## config.mk

```make
export PLATFORM = sky130hd
export DESIGN_NAME = iob_sp_ram_be_arb
export DESIGN_NICKNAME = d
export VERILOG_FILES = /design/src/rtl/iob_sp_ram_be_arb_pkg.sv /design/src/rtl/iob_rr_arb2.sv /design/src/rtl/iob_sp_ram_be_arb.sv
export SDC_FILE = /design/constraint.sdc
export NUM_CORES = 1
export LEC_CHECK = 0
export CAP_MARGIN = 10
export CORE_UTILIZATION = 39
export CTS_BUF_LIST = sky130_fd_sc_hd__clkbuf_8
export DETAILED_ROUTE_END_ITERATION = 10
export PLACE_DENSITY_LB_ADDON = 0.05
export SLEW_MARGIN = 30
export SYNTH_ARGS = -nofsm -noshare
export SYNTH_HDL_FRONTEND = slang
export SYNTH_SLANG_ARGS = --single-unit
```

## constraint.sdc

```tcl
create_clock -name clk -period 4.55 [get_ports clk]
set_input_delay 0.6825 -clock clk [delete_from_list [all_inputs] [get_ports clk]]
set_output_delay 0.6825 -clock clk [all_outputs]
set_load 0.02 [all_outputs]
```

## src/rtl/iob_sp_ram_be_arb_pkg.sv

```systemverilog
// Shared identifiers and width helpers for the two-requester RAM arbiter.
package iob_sp_ram_be_arb_pkg;

    localparam logic ARB_ID_R0 = 1'b0;
    localparam logic ARB_ID_R1 = 1'b1;

    function automatic int data_width(input int num_col, input int col_width);
        return num_col * col_width;
    endfunction

endpackage

```

## src/rtl/iob_rr_arb2.sv

```systemverilog
// Two-way round-robin arbiter: one-hot grant, last winner loses the next tie.
module iob_rr_arb2
    import iob_sp_ram_be_arb_pkg::*;
(
    input  logic       clk,
    input  logic       rst,
    input  logic [1:0] req,
    output logic [1:0] gnt
);

    logic last_gnt_reg;
    logic last_gnt_next;

    always_comb begin
        gnt           = 2'b00;
        last_gnt_next = last_gnt_reg;
        if (req[0] && (!req[1] || last_gnt_reg == ARB_ID_R1)) begin
            gnt           = 2'b01;
            last_gnt_next = ARB_ID_R0;
        end else if (req[1]) begin
            gnt           = 2'b10;
            last_gnt_next = ARB_ID_R1;
        end
    end

    // Reset to R1 so requester 0 wins the first tie.
    always_ff @(posedge clk) begin
        if (rst) begin
            last_gnt_reg <= ARB_ID_R1;
        end else begin
            last_gnt_reg <= last_gnt_next;
        end
    end

endmodule

```

## src/rtl/iob_sp_ram_be_arb.sv

```systemverilog
// Shares one single-port byte-enable RAM between two valid/ready requesters.
module iob_sp_ram_be_arb
    import iob_sp_ram_be_arb_pkg::*;
#(
    parameter  int NUM_COL    = 4,
    parameter  int COL_WIDTH  = 8,
    parameter  int ADDR_WIDTH = 10,
    localparam int DATA_WIDTH = data_width(NUM_COL, COL_WIDTH)
) (
    input  logic                  clk,
    input  logic                  rst,
    input  logic                  r0_valid,
    input  logic [ADDR_WIDTH-1:0] r0_addr,
    input  logic [DATA_WIDTH-1:0] r0_wdata,
    input  logic [NUM_COL-1:0]    r0_wstrb,
    output logic                  r0_ready,
    output logic                  r0_rvalid,
    output logic [DATA_WIDTH-1:0] r0_rdata,
    input  logic                  r1_valid,
    input  logic [ADDR_WIDTH-1:0] r1_addr,
    input  logic [DATA_WIDTH-1:0] r1_wdata,
    input  logic [NUM_COL-1:0]    r1_wstrb,
    output logic                  r1_ready,
    output logic                  r1_rvalid,
    output logic [DATA_WIDTH-1:0] r1_rdata,
    output logic                  ram_en,
    output logic [NUM_COL-1:0]    ram_we,
    output logic [ADDR_WIDTH-1:0] ram_addr,
    output logic [DATA_WIDTH-1:0] ram_din,
    input  logic [DATA_WIDTH-1:0] ram_dout
);

    logic [1:0]            req;
    logic [1:0]            gnt;
    logic [ADDR_WIDTH-1:0] addr_vec  [2];
    logic [DATA_WIDTH-1:0] wdata_vec [2];
    logic [NUM_COL-1:0]    wstrb_vec [2];
    logic                  sel;
    logic                  rsp_pend_reg;
    logic                  rsp_id_reg;
    logic [1:0]            rvalid_vec;
    logic [DATA_WIDTH-1:0] rdata_vec [2];

    assign req          = {r1_valid, r0_valid};
    assign addr_vec[0]  = r0_addr;
    assign addr_vec[1]  = r1_addr;
    assign wdata_vec[0] = r0_wdata;
    assign wdata_vec[1] = r1_wdata;
    assign wstrb_vec[0] = r0_wstrb;
    assign wstrb_vec[1] = r1_wstrb;

    iob_rr_arb2 u_arb (
        .clk (clk),
        .rst (rst),
        .req (req),
        .gnt (gnt)
    );

    assign sel      = gnt[1];
    assign r0_ready = gnt[0];
    assign r1_ready = gnt[1];

    always_comb begin
        ram_en   = 1'b0;
        ram_we   = '0;
        ram_addr = '0;
        ram_din  = '0;
        if (gnt != 2'b00) begin
            ram_en   = 1'b1;
            ram_we   = wstrb_vec[sel];
            ram_addr = addr_vec[sel];
            ram_din  = wdata_vec[sel];
        end
    end

    // RAM latency is fixed at one cycle, so one pending slot is enough.
    always_ff @(posedge clk) begin
        if (rst) begin
            rsp_pend_reg <= 1'b0;
            rsp_id_reg   <= ARB_ID_R0;
        end else begin
            rsp_pend_reg <= ram_en && (ram_we == '0);
            rsp_id_reg   <= sel ? ARB_ID_R1 : ARB_ID_R0;
        end
    end

    for (genvar gi = 0; gi < 2; gi++) begin : g_rsp
        logic [DATA_WIDTH-1:0] rdata_reg;

        // Reset in the response cycle drops the pending pulse immediately.
        assign rvalid_vec[gi] = rsp_pend_reg && (rsp_id_reg == 1'(gi)) && !rst;
        assign rdata_vec[gi]  = rvalid_vec[gi] ? ram_dout : rdata_reg;

        always_ff @(posedge clk) begin
            if (rst) begin
                rdata_reg <= '0;
            end else if (rvalid_vec[gi]) begin
                rdata_reg <= ram_dout;
            end
        end
    end

    assign r0_rvalid = rvalid_vec[0];
    assign r1_rvalid = rvalid_vec[1];
    assign r0_rdata  = rdata_vec[0];
    assign r1_rdata  = rdata_vec[1];

endmodule

```

==> results.json <==
{
  "synth_nets": 506,
  "clkTransAtPathRegs_ps": 70,
  "status": "finished clean",
  "wl_mm": 11.79,
  "numCtsBuffers": 9,
  "ant_nets": 0,
  "maxSlewViolCount": 0,
  "layout-drive-gt1-share_pct": 14.57,
  "fmax_mhz": 282.2,
  "path_buf_inv": 4,
  "worst_path_max_delay_cell": "clkdlybuf4s50_1",
  "timing.slew.headroom_pct": 62.97,
  "start_kind": "primary input",
  "ys_seq_elements": 67,
  "min_path_type": "register to register",
  "die_w_um": 96.08,
  "synth_edf_count": 0,
  "setup_viol": 0,
  "place_hpwl_mm": 9.022,
  "grt_pass1_vias": 3437,
  "post_cts.repair.setup_buffers": 0,
  "post_cts_resized": 0,
  "cts-root-buf": "clkbuf_8",
  "fin_nets": 735,
  "n_fill_cell": 651,
  "irDropWorstVdd_mv": 0.1542,
  "p_int_mw": 1.109,
  "seqPwrFrac_pct": 39.5,
  "drc": 0,
  "end_kind": "output port",
  "avgRoutedWirePerCell_um": 16.47,
  "htreeDepth": 3,
  "drv_cap": 0,
  "num_vias": 3531,
  "setup_tns_ps": 0,
  "io_buffers": 242,
  "rsz0062_at_grt": "no",
  "grt_pass1_wl_mm": 17.64,
  "first_iter_violations": 99,
  "cp_max_fo": 45,
  "clk_latency_ps": 340,
  "min_period_ps": 3544,
  "grt_usage_pct": 25.69,
  "yosys_warnings": 0,
  "place_congestion": 0.9586,
  "grt_max_degree": 65,
  "ios": 243,
  "synthDistinctLibCells": 27,
  "die_h_um": 96.08,
  "hold_viol_final": 0,
  "p_comb_share_pct": 24.9,
  "cts_tree": "built",
  "n_antenna_cell": 0,
  "antenna_found_initial": 0,
  "async_flop_share_pct": 0,
  "num_rows": 33,
  "power.net_switching_uw": 397.3,
  "clock_power_share_pct": 35.6,
  "synth_area_leaders": "dfxtp_1, mux2_2, nor2b_1",
  "ff2ff_path_depth": 3,
  "max-clock-path-buffers": 2,
  "tightest_slew_ps": 555.5,
  "hold_depth": 2,
  "syn_inst": 378,
  "yosysMostFrequentCell": "dfxtp_1",
  "synth_common_cells": "dfxtp_1, mux2_2, nand2_1, o21ai_0, nand3_1",
  "initial_core_util_pct": 41.19,
  "synth_top_area_cell": "dfxtp_1",
  "cellLeakagePower_nw": 2.569,
  "cp_slowest_stage_delay_ps": 600,
  "finalCritPeriodShare_pct": 77.88,
  "ys_seq_area_share_pct": 38.85,
  "avgViaCountPerCell": 4.932,
  "cts_sinks": 67,
  "postCtsHoldBufs": 0,
  "synth_area_sq_mm": 0.003452,
  "grt-ovfl-total": 0,
  "critical-path-top-delay-family": "buffers and inverters",
  "area_growth_pct": 77.20,
  "cp_num_cells": 7,
  "firstDrtPassIters": 4,
  "final.setup_skew_ps": 18.06,
  "required_ps": 3870,
  "p_sw_share_pct": 26.38,
  "synth_top_cell_area_share_pct": 38.85,
  "synthFlopType": "dfxtp_1",
  "die_area_sq_mm": 0.009231,
  "worst_hold_slack_ps": 582.2,
  "crit_chain": "clkdlybuf4s50_1 -> buf_4 -> nand2b_1 -> buf_4 -> nand3_1 -> o21ai_0 -> clkdlybuf4s50_1",
  "largest_reg_flops": 64,
  "path_class": "primary input to output port",
  "syn_avg_cell_area_sq_um": 9.132,
  "cp_data_arrival_time_ps": 2860,
  "power_density_mw_per_mm2": 246.2,
  "fp.coreArea_sq_mm": 0.008382
}
metal layers:
metal  track usage, %  part of all wire, %  vias to the layer above
li1                 -                    -                     1732
met1            29.00                   38                     1605
met2            43.38                   50                      166
met3            9.321                  8.4                       28
met4            11.07                  3.3                        0
met5                0                    0                        -
cell families after synthesis:
group / after synthesis / synth area share [%]
simple gates: 161 / 26.06
flops: 67 / 38.85
mux: 65 / 22.25
compound gates: 49 / 7.865
buf+inv: 36 / 4.965
worst reg2reg max path: stages (launching register included):
cell and delay [ps]:
dfxtp_1 410, nand3b_4 430, mux2_1 500, nor2b_1 140
final timing paths:
kind                                                  startpoint  slack [ps]                                end
worst max-delay path                                    r1_valid        1010                        ram_addr[6]
worst min-delay path            g_rsp[0].rdata_reg[8]$_SDFF_PP0_         580   g_rsp[0].rdata_reg[8]$_SDFF_PP0_
worst max register to register             rsp_id_reg$_SDFF_PP0_        2950  g_rsp[1].rdata_reg[13]$_SDFF_PP0_
worst min register to register  g_rsp[0].rdata_reg[8]$_SDFF_PP0_         580   g_rsp[0].rdata_reg[8]$_SDFF_PP0_
final cells by class:
type,instances,area (sq um),share of cell area [%]
multi-input combinational,275,1939,31.70
clock buffer,9,123.9,2.025
sequential,67,1341,21.93
tap,105,131.4,2.148
timing repair buffer,250,2477,40.50
inverter,4,15.01,0.2454
clock inverter,6,88.84,1.452
metrics by stage:
stage	cell area, sq um	cells	worst slack [ps]	power, mW	utilization [%]
4_1_cts	6117	716	1024	1.525	72.98
2_1_floorplan	3452	378	2072	0.7592	-
3_3_place_gp	5904	701	1072	0.9805	70.44
3_5_place_dp	5904	701	1040	0.9844	70.44
6_report	6117	716	1006	1.506	72.98
5_1_grt	6117	716	842.4	1.584	72.98
power by group through the flow:
stage / Clock (mW) / Sequential (mW) / Combinational [mW]
3_5_place_dp: 0 / 0.609 / 0.375
2_1_floorplan: 0 / 0.608 / 0.151
4_1_cts: 0.553 / 0.595 / 0.377
3_3_place_gp: 0 / 0.609 / 0.372
6_report: 0.535 / 0.595 / 0.375
5_1_grt: 0.588 / 0.596 / 0.400
cell usage in the layout (no fill, tap or decap), drive strengths merged, types with 4 or more instances in the layout:
cell           synthesis  layout
mux2                  64      64
o21ai                 43      43
nor2                   4       4
and2b                 29      29
nand3                 42      42
nor2b                 36      36
inv                    4       5
clkbuf                24       9
buf                    8       9
clkdlybuf4s50          0     241
dfxtp                 67      67
nand2                 44      44
No activity file was read; power rests on OpenSTA's default activity.
